## src/rtl/riscv151_mem_pkg.sv

```systemverilog
// Shared definitions for the Riscv151 data-memory subsystem: widths and port ids.
package riscv151_mem_pkg;

    localparam int DMEM_ADDR_W = 14;
    localparam int WORD_W      = 32;
    localparam int BE_W        = 4;

    typedef enum logic {
        PORT_CPU = 1'b0,
        PORT_LDR = 1'b1
    } port_id_e;

endpackage

```

## src/rtl/rr_burst_picker.sv

```systemverilog
// Burst-limited round-robin picker: tracks the last owner and how many grants
// in a row it has taken, and chooses which of two requesters wins this cycle.
module rr_burst_picker
    import riscv151_mem_pkg::*;
#(
    parameter int BURST = 4
) (
    input  logic     clk,
    input  logic     rst,
    input  logic     req0,
    input  logic     req1,
    output logic     grant,
    output port_id_e grant_port
);

    localparam logic [3:0] BURST_CNT = 4'(BURST);

    port_id_e   owner_q, owner_d;
    logic [3:0] cnt_q, cnt_d;

    // A lone requester always wins; under contention the owner keeps the bus until its burst is spent.
    always_comb begin
        grant      = req0 | req1;
        grant_port = PORT_CPU;
        if (req0 && req1) begin
            if (cnt_q < BURST_CNT) begin
                grant_port = owner_q;
            end else begin
                grant_port = (owner_q == PORT_CPU) ? PORT_LDR : PORT_CPU;
            end
        end else if (req1) begin
            grant_port = PORT_LDR;
        end
    end

    // Count consecutive grants to the owner (saturating); a grant to the other port restarts the burst.
    always_comb begin
        owner_d = owner_q;
        cnt_d   = cnt_q;
        if (grant) begin
            if (grant_port == owner_q) begin
                if (cnt_q < BURST_CNT) begin
                    cnt_d = cnt_q + 4'd1;
                end
            end else begin
                owner_d = grant_port;
                cnt_d   = 4'd1;
            end
        end
    end

    // Owner/count registers; reset hands first contended grant to the CPU port.
    always_ff @(posedge clk or posedge rst) begin
        if (rst) begin
            owner_q <= PORT_CPU;
            cnt_q   <= 4'd0;
        end else begin
            owner_q <= owner_d;
            cnt_q   <= cnt_d;
        end
    end

endmodule

```

## src/rtl/dmem_arbiter.sv

```systemverilog
// Two-port arbiter in front of the single-port data memory: CPU port (0) and
// loader/DMA port (1). Grants one access per cycle and steers the registered
// read data back to whichever port issued the access.
module dmem_arbiter
    import riscv151_mem_pkg::*;
#(
    parameter int ADDR_W = DMEM_ADDR_W,
    parameter int BURST  = 4
) (
    input  logic              clk,
    input  logic              rst,
    input  logic              p0_valid,
    output logic              p0_ready,
    input  logic [ADDR_W-1:0] p0_addr,
    input  logic [BE_W-1:0]   p0_we,
    input  logic [WORD_W-1:0] p0_wdata,
    output logic              p0_resp_valid,
    output logic [WORD_W-1:0] p0_rdata,
    input  logic              p1_valid,
    output logic              p1_ready,
    input  logic [ADDR_W-1:0] p1_addr,
    input  logic [BE_W-1:0]   p1_we,
    input  logic [WORD_W-1:0] p1_wdata,
    output logic              p1_resp_valid,
    output logic [WORD_W-1:0] p1_rdata,
    output logic              mem_en,
    output logic [BE_W-1:0]   mem_we,
    output logic [ADDR_W-1:0] mem_addr,
    output logic [WORD_W-1:0] mem_wdata,
    input  logic [WORD_W-1:0] mem_rdata
);

    logic     grant;
    port_id_e grant_port;

    logic     rsp_vld_q, rsp_vld_d;
    port_id_e rsp_port_q, rsp_port_d;
    logic     rsp_rd_q, rsp_rd_d;

    rr_burst_picker #(
        .BURST(BURST)
    ) u_picker (
        .clk       (clk),
        .rst       (rst),
        .req0      (p0_valid),
        .req1      (p1_valid),
        .grant     (grant),
        .grant_port(grant_port)
    );

    // Accept only the granted port and drive the memory from it; memory bus is zero when idle.
    always_comb begin
        p0_ready  = 1'b0;
        p1_ready  = 1'b0;
        mem_en    = grant;
        mem_we    = '0;
        mem_addr  = '0;
        mem_wdata = '0;
        if (grant) begin
            if (grant_port == PORT_CPU) begin
                p0_ready  = 1'b1;
                mem_we    = p0_we;
                mem_addr  = p0_addr;
                mem_wdata = p0_wdata;
            end else begin
                p1_ready  = 1'b1;
                mem_we    = p1_we;
                mem_addr  = p1_addr;
                mem_wdata = p1_wdata;
            end
        end
    end

    // Remember who issued this cycle's access and whether it was a read, to match the memory's 1-cycle latency.
    always_comb begin
        rsp_vld_d  = grant;
        rsp_port_d = grant_port;
        rsp_rd_d   = grant && (mem_we == '0);
    end

    // Response pipeline register; reset drops any access still in flight.
    always_ff @(posedge clk or posedge rst) begin
        if (rst) begin
            rsp_vld_q  <= 1'b0;
            rsp_port_q <= PORT_CPU;
            rsp_rd_q   <= 1'b0;
        end else begin
            rsp_vld_q  <= rsp_vld_d;
            rsp_port_q <= rsp_port_d;
            rsp_rd_q   <= rsp_rd_d;
        end
    end

    // Steer the response to its port; read data only passes for reads, writes get a zero-data ack.
    always_comb begin
        p0_resp_valid = rsp_vld_q && (rsp_port_q == PORT_CPU);
        p1_resp_valid = rsp_vld_q && (rsp_port_q == PORT_LDR);
        p0_rdata      = (p0_resp_valid && rsp_rd_q) ? mem_rdata : '0;
        p1_rdata      = (p1_resp_valid && rsp_rd_q) ? mem_rdata : '0;
    end

endmodule

```

## config.mk

```make
export PLATFORM = sky130hd
export DESIGN_NAME = dmem_arbiter
export DESIGN_NICKNAME = d
export VERILOG_FILES = /design/src/rtl/riscv151_mem_pkg.sv /design/src/rtl/rr_burst_picker.sv /design/src/rtl/dmem_arbiter.sv
export SDC_FILE = /design/constraint.sdc
export NUM_CORES = 1
export LEC_CHECK = 0
export ABC_AREA = 1
export CORE_AREA = 3 3 98 100
export DETAILED_ROUTE_END_ITERATION = 12
export DIE_AREA = 0 0 101 103
export PLACE_DENSITY_LB_ADDON = 0.3
export REMOVE_ABC_BUFFERS = 1
export SETUP_SLACK_MARGIN = 0.02
export SYNTH_ARGS = -nofsm -noshare
export SYNTH_HDL_FRONTEND = slang
export SYNTH_SLANG_ARGS = --single-unit
```

## constraint.sdc

```tcl
create_clock -name clk -period 4.48 [get_ports clk]
set_input_delay 0.448 -clock clk [delete_from_list [all_inputs] [get_ports clk]]
set_output_delay 0.448 -clock clk [all_outputs]
set_load 0.02 [all_outputs]
```

Word level (Yosys, flattened, before mapping)

Index checks and enable logic that the tools add are counted.

Flip-flop bits (word level): 8
Output and inout port bits: 119
Logic and storage cells: 39
Input bits: 136

Order comparisons: 1
Muxes and demuxes: 18
Bitwise operators: 3
Reductions and logical operators: 9
Eq/ne operators: 2
Add/subtract/negate cells: 1

Operators with widths:

| operator              | count |
|---|---|
| $mux W32              | 4 |
| $mux W14              | 2 |
| $mux W4               | 4 |
| $mux W1               | 8 |
| $logic_and A1 B1 Y1   | 6 |
| $add A4 B1 Y4 const B | 1 |
| $logic_not A4 Y1      | 1 |
| $lt A4 B3 Y1 const B  | 1 |
| $reduce_and A2 Y1     | 2 |
| $ne A2 B2 Y1 const B  | 1 |
| $not A1 Y1            | 2 |
| $eq A1 B1 Y1          | 1 |
| $or A1 B1 Y1          | 1 |

Longest topological paths before layout

Gate-level depths: netlist of the first run.

Depth in word-level cells: 7
Gate-level depth with buffers: 10
Gate-level depth less buffers: 10

Cells and area by module

From an unflattened synthesis of the first run, not the netlist that was laid out.

Cell total of the unflattened synthesis: 328
Area, all modules: 1529.0 um^2

Modules (own cells, without submodules):

| module          | area an instance (um^2) | cells each | instances | seq. area each (um^2) |
|---|---|---|---|---|
| dmem_arbiter    | 1216.2                  | 289        | 1         | 75.1 |
| rr_burst_picker | 312.8                   | 39         | 1         | 125.1 |

Worst setup path before layout of the first run

Ideal clock, no wire load.

Kind: input to output
From: input p1_valid
To: output mem_we[1]
Buffers on the path: 2
Arrival time: 1.469 ns
Setup slack: 2.563 ns
Cell stages on the path: 6
Required time: 4.032 ns
Path through: buf_2 > nor2_1 > inv_1 > clkbuf_1 > nand2_1 > inv_1

Elaborated cells between the ends (all ways): 6
Those cells by class: mux: 4; bitwise: 1; reduce/logical: 1

RTL lines:

| what               | line                  | source |
|---|---|---|
| start: declaration | dmem_arbiter.sv:19    | `input logic p1_valid,` |
| $or A1 B1 Y1       | rr_burst_picker.sv:23 | `grant = req0 \| req1;` |
| named net mem_en   | dmem_arbiter.sv:26    | `output logic mem_en,` |
| $mux W4            | dmem_arbiter.sv:59    | `if (grant) begin` |
| end: declaration   | dmem_arbiter.sv:27    | `output logic [BE_W-1:0] mem_we,` |

The timed path passes the listed nets, and every way through them passes these cells.

Final worst setup path of the first run

From: input p1_valid
To: output mem_wdata[10]

Word-level cells in the longest chain between the ends: 4
Elaborated cells between the ends (all ways): 6
Those cells by class: mux: 4; bitwise: 1; reduce/logical: 1

RTL lines:

| what                                                  | line                                         | source |
|---|---|---|
| $mux W1 / $logic_and A1 B1 Y1 (equally long branches) | rr_burst_picker.sv:31, rr_burst_picker.sv:25 |  |
| $mux W1                                               | rr_burst_picker.sv:25                        | `if (req0 && req1) begin` |
| $mux W32                                              | dmem_arbiter.sv:60                           | `if (grant_port == PORT_CPU) begin` |
| $mux W32 (*)                                          | dmem_arbiter.sv:59                           |  |
| end: declaration                                      | dmem_arbiter.sv:29                           | `output logic [WORD_W-1:0] mem_wdata,` |

Mark *: on every way between the ends. The rest lies on a longest branch, timed or not.

==> metrics.txt, run 1 <==
Fmax=280 MHz; clk buf depth=2; leak pwr=0.00181 uW; register area=200 sq um; crit-path leading delay family=buffers and inverters; worst path required time=4.03 ns; Post-CTS Setup Bufs=0; EDFF count, synth=0; clk root buf=clkbuf_8; post-route ant nets=0; Post-synth top cells=nor2_1 (68), a22o_1 (46), inv_1 (43); crit path launch type=primary input; # setup viols final=0; Final Cycle Share=0.796; antenna cells=0; WL/cell=15.3 microns; final hold vios=0; vias=2,485; Worst VDD drop=121 uV; total CTS buffers=3; CP max FO=47; RSZ-0062 raised after global routing=false; worst r2r dst=rsp_port_q; io pins=255; most frequent cell after synthesis=nor2_1; crit-path max cell delay=0.65 ns; status=completed; multi-input logic area=907 sq um; worst skew pair latency=0.22 ns; final design utilization=0.456; core area=8760 sq um; IO buf count=254; start of the worst register-to-register path=u_picker.cnt_q[2]; async set-reset flop share out of synthesis=1.00; Post-Synth XOR/XNOR Area=0.00621; largest family of logic cells by synthesized area=simple AND/OR/NAND/NOR gates; proportion of synthesized area in mux cells=0; Final Critical Period=3.57 ns; fraction of layout cells with a size suffix above 1=0.0253; syn_area_per_cell=6.01 sq um; MaxCap Viol Count=0; Die X=101 microns; P&R area growth vs syn=183%; nature of the critical path endpoint=primary output; fin nets=613; DP HPWL=7.61 mm; synth top area cells=a22o_1 (29%), nor2_1 (18%), dfrtp_1 (14%); Sink Count=8; kind of critical path=in2out; die height=103 microns; post-synthesis adder-cell area fraction=0.00887; smallest hold slack=0.466 ns; synthesized cell area=1410 sq um; Power, Total=875 uW; first-pass GRT wire length=12.4 mm; DR iter-0 viols=74; flop-to-flop setup slack=2.81 ns; Least-Margin Pin Slew=1.04 ns; Placer Congestion=0.901; Synth cell types=19; worst hold path type=in2async; WP data arrival=3.12 ns; cells after synthesis=235; total track usage=0.149; FILL cells=868; H-tree Lvls=1; Max-slew headroom=0.302; Post-route DRC=0; most used cell, CP=clkdlybuf4s50_1; Final Max Tran Viols=0; CTS Hold Bufs=0; # rows=34; Reg2Reg Depth=5; largest net degree at the start of global routing=48; slowest CP cell=clkdlybuf4s50_1; crit path cell chain=clkdlybuf4s50_1 -> nor2_1 -> inv_1 -> nand2_2 -> inv_2 -> a22o_1 -> clkdlybuf4s50_1; sequential area share after synthesis=0.142; total gr overflow=0; predominant post-synthesis flop cell=dfrtp_1; die footprint=10,400 sq um; Yosys top cell area share=0.285; initial antenna violation count=0; Synthesis Warnings=0; Via density=4.27; worst path buffer plus inverter count=4; DP Worst Slack=0.954 ns; number of global-route vias before repair=2,349; top cell type by total area after synthesis=a22o_1; Power per Cell Area=219 nW/um^2; Final WS setup=0.912 ns; Initial Util=0.161; final WL=8.89 mm; Yosys reg bits=8; Simple-Gate Fraction of Synth Area=0.332; post_cts resized=0; Post-Route Skew=0.000754 ns; Fin Setup TNS=0 ns; CTS tree=built; Worst-path clk slew=0.04 ns; First-pass DRT Iterations=4; Compound-Gate Fraction of Synth Area=0.296
-- flip-flops by register name, summed over array words and instances, names as in the netlist --
name	count
u_picker.owner_q	1
rsp_vld_q	1
rsp_port_q	1
u_picker.cnt_q	4
rsp_rd_q	1
-- logic make-up after synthesis --
| group | Yosys count |
|---|---|
| fa+ha+maj | 1 |
| simple gates | 112 |
| flops | 8 |
| buf+inv | 64 |
| xor+xnor | 1 |
| compound gates | 49 |
-- per-stage QoR --
stage               instance area, sq um  std cells
finish                              4000        582
global route                        4000        582
CTS                                 4000        582
detailed placement                  3960        579
global placement                    3960        579
floorplan                           1280        217
-- per-layer routing --
metal,part of all wire,global-route usage
met2,0.50,0.261
met4,0.0038,0.0245
met1,0.37,0.178
met5,0,0
met3,0.13,0.0541
-- final cells by class --
cell class	count	share of cell area
sequential	8	0.0501
multi-input combinational	163	0.227
tap	108	0.0338
inverter	46	0.0432
clock buffer	3	0.0103
timing repair buffer	254	0.636
-- report_power, final --
group	total, uW	switching (uW)	leakage [uW]	internal [uW]
clock	82.4	24.5	0.0000216	57.9
combinational	688	333	0.00169	354
sequential	105	15.5	0.0000999	89.0
-- how the worst max path moves through the flow --
stage              from             to  cells past startpoint
5_1_grt        p1_valid  mem_wdata[10]                      7
3_5_place_dp   p1_valid    mem_addr[6]                      7
6_report       p1_valid  mem_wdata[10]                      7
2_1_floorplan  p1_valid    mem_addr[0]                      5
3_3_place_gp   p1_valid  mem_wdata[10]                      7
4_1_cts        p1_valid    mem_addr[6]                      7
-- cells in the final DEF, fill, tap and decap left out, drive strengths merged --
cell / Yosys / routed
clkbuf: 7 / 3
ha: 1 / 1
clkdlybuf4s50: 0 / 254
dfrtp: 8 / 8
o21ai: 1 / 1
xor2: 1 / 1
nand2: 31 / 31
inv: 46 / 46
nor2: 69 / 69
a21oi: 2 / 2
a22o: 46 / 46
nand3: 10 / 10
nand4: 2 / 2
Power figures use the tool's default switching activity.
==> run 2, diff against run 1 <==
Settings changed: CORE_AREA 3 3 98 100 to 3 3 99 101, DIE_AREA 0 0 101 103 to 0 0 102 104.
Clock period 4.48 ns to 3.07 ns, I/O delays scaled along.
==> metrics.txt, run 2 (synthesis results as in run 1) <==
WL/cell=16.0 microns; crit path cell chain=clkdlybuf4s50_1 -> nor2_1 -> inv_1 -> nand2_2 -> inv_2 -> buf_4 -> a22o_1 -> clkdlybuf4s50_1; Final Critical Period=2.76 ns; Max-slew headroom=0.784; die height=104 microns; largest reg by FF count=u_picker.cnt_q; DP HPWL=8.25 mm; crit-path leading delay family=buffers and inverters; worst skew pair latency=0.23 ns; First-pass DRT Iterations=4; Worst-path clk slew=0.04 ns; RSZ-0062 raised after global routing=false; total gr overflow=0; worst hold path type=in2async; Die X=102 microns; final WL=9.46 mm; worst path buffer plus inverter count=5; worst path required time=2.76 ns; most used cell, CP=clkdlybuf4s50_1; post_cts resized=0; # setup viols final=0; P&R area growth vs syn=189%; DR iter-0 viols=55; initial antenna violation count=2; Final Cycle Share=0.898; CP max FO=13; Via density=4.32; vias=2,561; Fmax=363 MHz; most common cell after layout, fill and taps aside=clkdlybuf4s50_1; status=completed; crit-path max cell delay=0.65 ns; clk buf depth=2; leak pwr=0.00185 uW; largest net degree at the start of global routing=33; first-pass GRT wire length=13.4 mm; Sink Count=8; crit path launch type=primary input; # rows=35; fraction of layout cells with a size suffix above 1=0.0416; total CTS buffers=3; Worst VDD drop=176 uV; die footprint=10,600 sq um; kind of critical path=in2out; IO buf count=254; Post-route DRC=0; Power per Cell Area=322 nW/um^2; core area=9110 sq um; max reg flops=4; fin nets=620; total track usage=0.162; Fin Setup TNS=0 ns; clk root buf=clkbuf_8; smallest hold slack=0.375 ns; CTS tree=built; post-route ant nets=0; slowest CP cell=clkdlybuf4s50_1; nature of the critical path endpoint=primary output; CTS Hold Bufs=0; commonest non-fill, non-tap cells in the layout=clkdlybuf4s50_1 (253), nor2_1 (68), a22o_1 (46), inv_1 (43), nand2_1 (27); MaxCap Viol Count=0; Placer Congestion=0.799; final hold vios=0; Least-Margin Pin Slew=0.323 ns; io pins=255; WP data arrival=2.45 ns; Initial Util=0.155; Post-CTS Setup Bufs=0; H-tree Lvls=1; Post-Route Skew=0.00149 ns; number of global-route vias before repair=2,576; Final Max Tran Viols=0
-- run 2: final timing paths --
| path | from | to | slack (ns) | cells after the start |
|---|---|---|---|---|
| worst max-delay path | p1_valid | mem_wdata[3] | 0.31 | 8 |
| worst min-delay path | rst | u_picker.cnt_q[3] | 0.37 | 2 |
| worst max register to register | u_picker.cnt_q[2] | u_picker.cnt_q[0] | 1.66 | 10 |
| worst min register to register | u_picker.cnt_q[1] | u_picker.cnt_q[1] | 0.49 | 2 |
| max in group asynchronous | rst | rsp_rd_q | 2.46 | 2 |
| min in group clk | u_picker.cnt_q[1] | u_picker.cnt_q[1] | 0.49 | 2 |
-- run 2: cell type report --
class                   instances  area, sq um
inverters                      46          173
diodes                          1         2.50
multi-input cells             163          907
repair buffers                261         2620
clock buffers                   3         41.3
well taps                     111          139
flip-flops and latches          8          200
fillers                       937         5030
-- run 2: per-layer routing --
metal  wire (microns)  track usage  vias up
met5               13            0        -
met1             3090        0.149     1131
li1                 -            -     1248
met4              214       0.0412        2
met2             4770        0.302      163
met3             1370       0.0885       17
-- run 2: stage by stage --
step | utilization | setup slack [ns] | instances | cell area, sq um | total power, uW
after CTS | 0.448 | 0.308 | 592 | 4080 | 1330
after detailed placement | 0.443 | 0.313 | 589 | 4040 | 1190
after floorplan | - | 1.09 | 217 | 1280 | 627
after global placement | 0.443 | 0.346 | 589 | 4040 | 1190
final | 0.448 | 0.312 | 593 | 4080 | 1320
after global routing | 0.448 | 0.176 | 593 | 4080 | 1400
-- run 2: where the power goes --
group	total (uW)	internal (uW)	leakage, uW	switching, uW
sequential	152	130	0.0000999	22.0
combinational	1040	541	0.00173	494
clock	129	85.1	0.0000216	43.7
total	1320	756	0.00185	560
==> run 3, diff against run 2 <==
Settings changed: CORE_AREA 3 3 99 101 to 3 3 98 100, DIE_AREA 0 0 102 104 to 0 0 101 103.
Clock period 3.07 ns to 3.3 ns, I/O delays scaled along.
==> metrics.txt, run 3 (synthesis results as in run 1) <==
status=completed; Final Cell Area=4060 sq um; final hold vios=0; antenna cells=0; flop-to-flop setup slack=1.79 ns; Sink Count=8; kind of critical path=in2out; WL/cell=15.1 microns; GR Layer Usage met1=0.176; post_cts resized=0; Fmax=359 MHz; total track usage=0.151; Post-Route Skew=0.000185 ns; Worst-path clk slew=0.04 ns; fraction of layout cells with a size suffix above 1=0.0355; clk root buf=clkbuf_8; CTS Hold Bufs=0; initial antenna violation count=0; max reg flops=4; P&R area growth vs syn=188%; die footprint=10,400 sq um; Final Max Tran Viols=0; leak pwr=0.00184 uW; commonest non-fill, non-tap cells in the layout=clkdlybuf4s50_1 (254), nor2_1 (68), a22o_1 (46), inv_1 (43), nand2_1 (27); First-pass DRT Iterations=4; largest net degree at the start of global routing=48; Least-Margin Pin Slew=0.366 ns; clk buf depth=2; total CTS buffers=3; worst hold path type=in2async; clock power share=0.096; grt met2 use=0.260; Die X=101 microns; total gr overflow=0; Worst setup endpoint=mem_wdata[7]; MaxCap Viol Count=0; Final Cycle Share=0.844; DR iter-0 viols=63; # rows=34; io pins=255; start of the worst register-to-register path=u_picker.cnt_q[2]; CP max FO=47; final WL=8.89 mm; Power per Cell Area=299 nW/um^2; most common cell after layout, fill and taps aside=clkdlybuf4s50_1; H-tree Lvls=1; combinational share of power=0.788; Worst VDD drop=156 uV; Reg power frac=0.116; Initial Util=0.161; GRT busiest layer=met2; crit path launch type=primary input; number of global-route vias before repair=2,414; Via density=4.33; Post-CTS Setup Bufs=0; post-route ant nets=0; largest reg by FF count=u_picker.cnt_q; Placer Congestion=0.864; P_sw=516 uW; Pint=699 uW; FILL cells=906; fin nets=618; core area=8760 sq um; WP data arrival=2.45 ns; Post-route DRC=0; M3 GR Usage=0.0609; first-pass GRT wire length=12.6 mm; die height=103 microns; # setup viols final=0; Final Critical Period=2.78 ns; worst skew pair latency=0.23 ns; sw frac=0.425; RSZ-0062 raised after global routing=false; vias=2,541; Fin Setup TNS=0 ns; worst path required time=2.97 ns; nature of the critical path endpoint=primary output; worst r2r dst=u_picker.cnt_q[2]; Max-slew headroom=0.755; Cell Area, Placed=4020 sq um; CTS tree=built; Reg2Reg Depth=9; DP HPWL=7.52 mm; Critical Path Start=p0_valid; IO buf count=254
## run 3: power groups by stage
stage	Sequential [uW]	Clock, uW	Combinational (uW)
3_5_place_dp	143	0	957
5_1_grt	145	124	1030
4_1_cts	141	118	965
6_report	141	117	957
2_1_floorplan	137	0	447
3_3_place_gp	142	0	955
## run 3: worst max-delay path, stage by stage
cell and delay, ns:
clkdlybuf4s50_1 0.53, nor2_1 0.09, inv_1 0.29, nand2_2 0.10, inv_2 0.08, buf_12 0.21
a22o_1 0.18, clkdlybuf4s50_1 0.62
## run 3: per-layer routing
layer,vias up,part of all wire
li1,1242,-
met3,11,0.13
met2,178,0.49
met5,-,0
met1,1110,0.36
met4,0,0.016
## run 3: layout make-up
class,count,area [sq um],share of cell area
Timing Repair Buffer,259,2610,0.641
Multi-Input combinational cell,163,907,0.223
Sequential cell,8,200,0.0493
Inverter,46,173,0.0425
Tap cell,108,135,0.0333
Clock buffer,3,41.3,0.0102
## run 3: worst min path at each step
| stage | endpoint | start |
|---|---|---|
| floorplan | rsp_port_q | rst |
| global placement | u_picker.cnt_q[1] | u_picker.cnt_q[1] |
| detailed placement | u_picker.cnt_q[1] | u_picker.cnt_q[1] |
| CTS | u_picker.cnt_q[1] | rst |
| global route | u_picker.owner_q | rst |
| finish | rsp_rd_q | rst |
## run 3: through the flow
stage	util	cells	hold slack, ns	setup WS [ns]	total power [uW]
after floorplan	-	217	0.146	1.30	584
after global placement	0.459	584	0.469	0.596	1100
after detailed placement	0.459	584	0.477	0.559	1100
after CTS	0.463	587	0.361	0.539	1220
after global routing	0.463	587	0.394	0.377	1300
final	0.463	587	0.347	0.516	1220
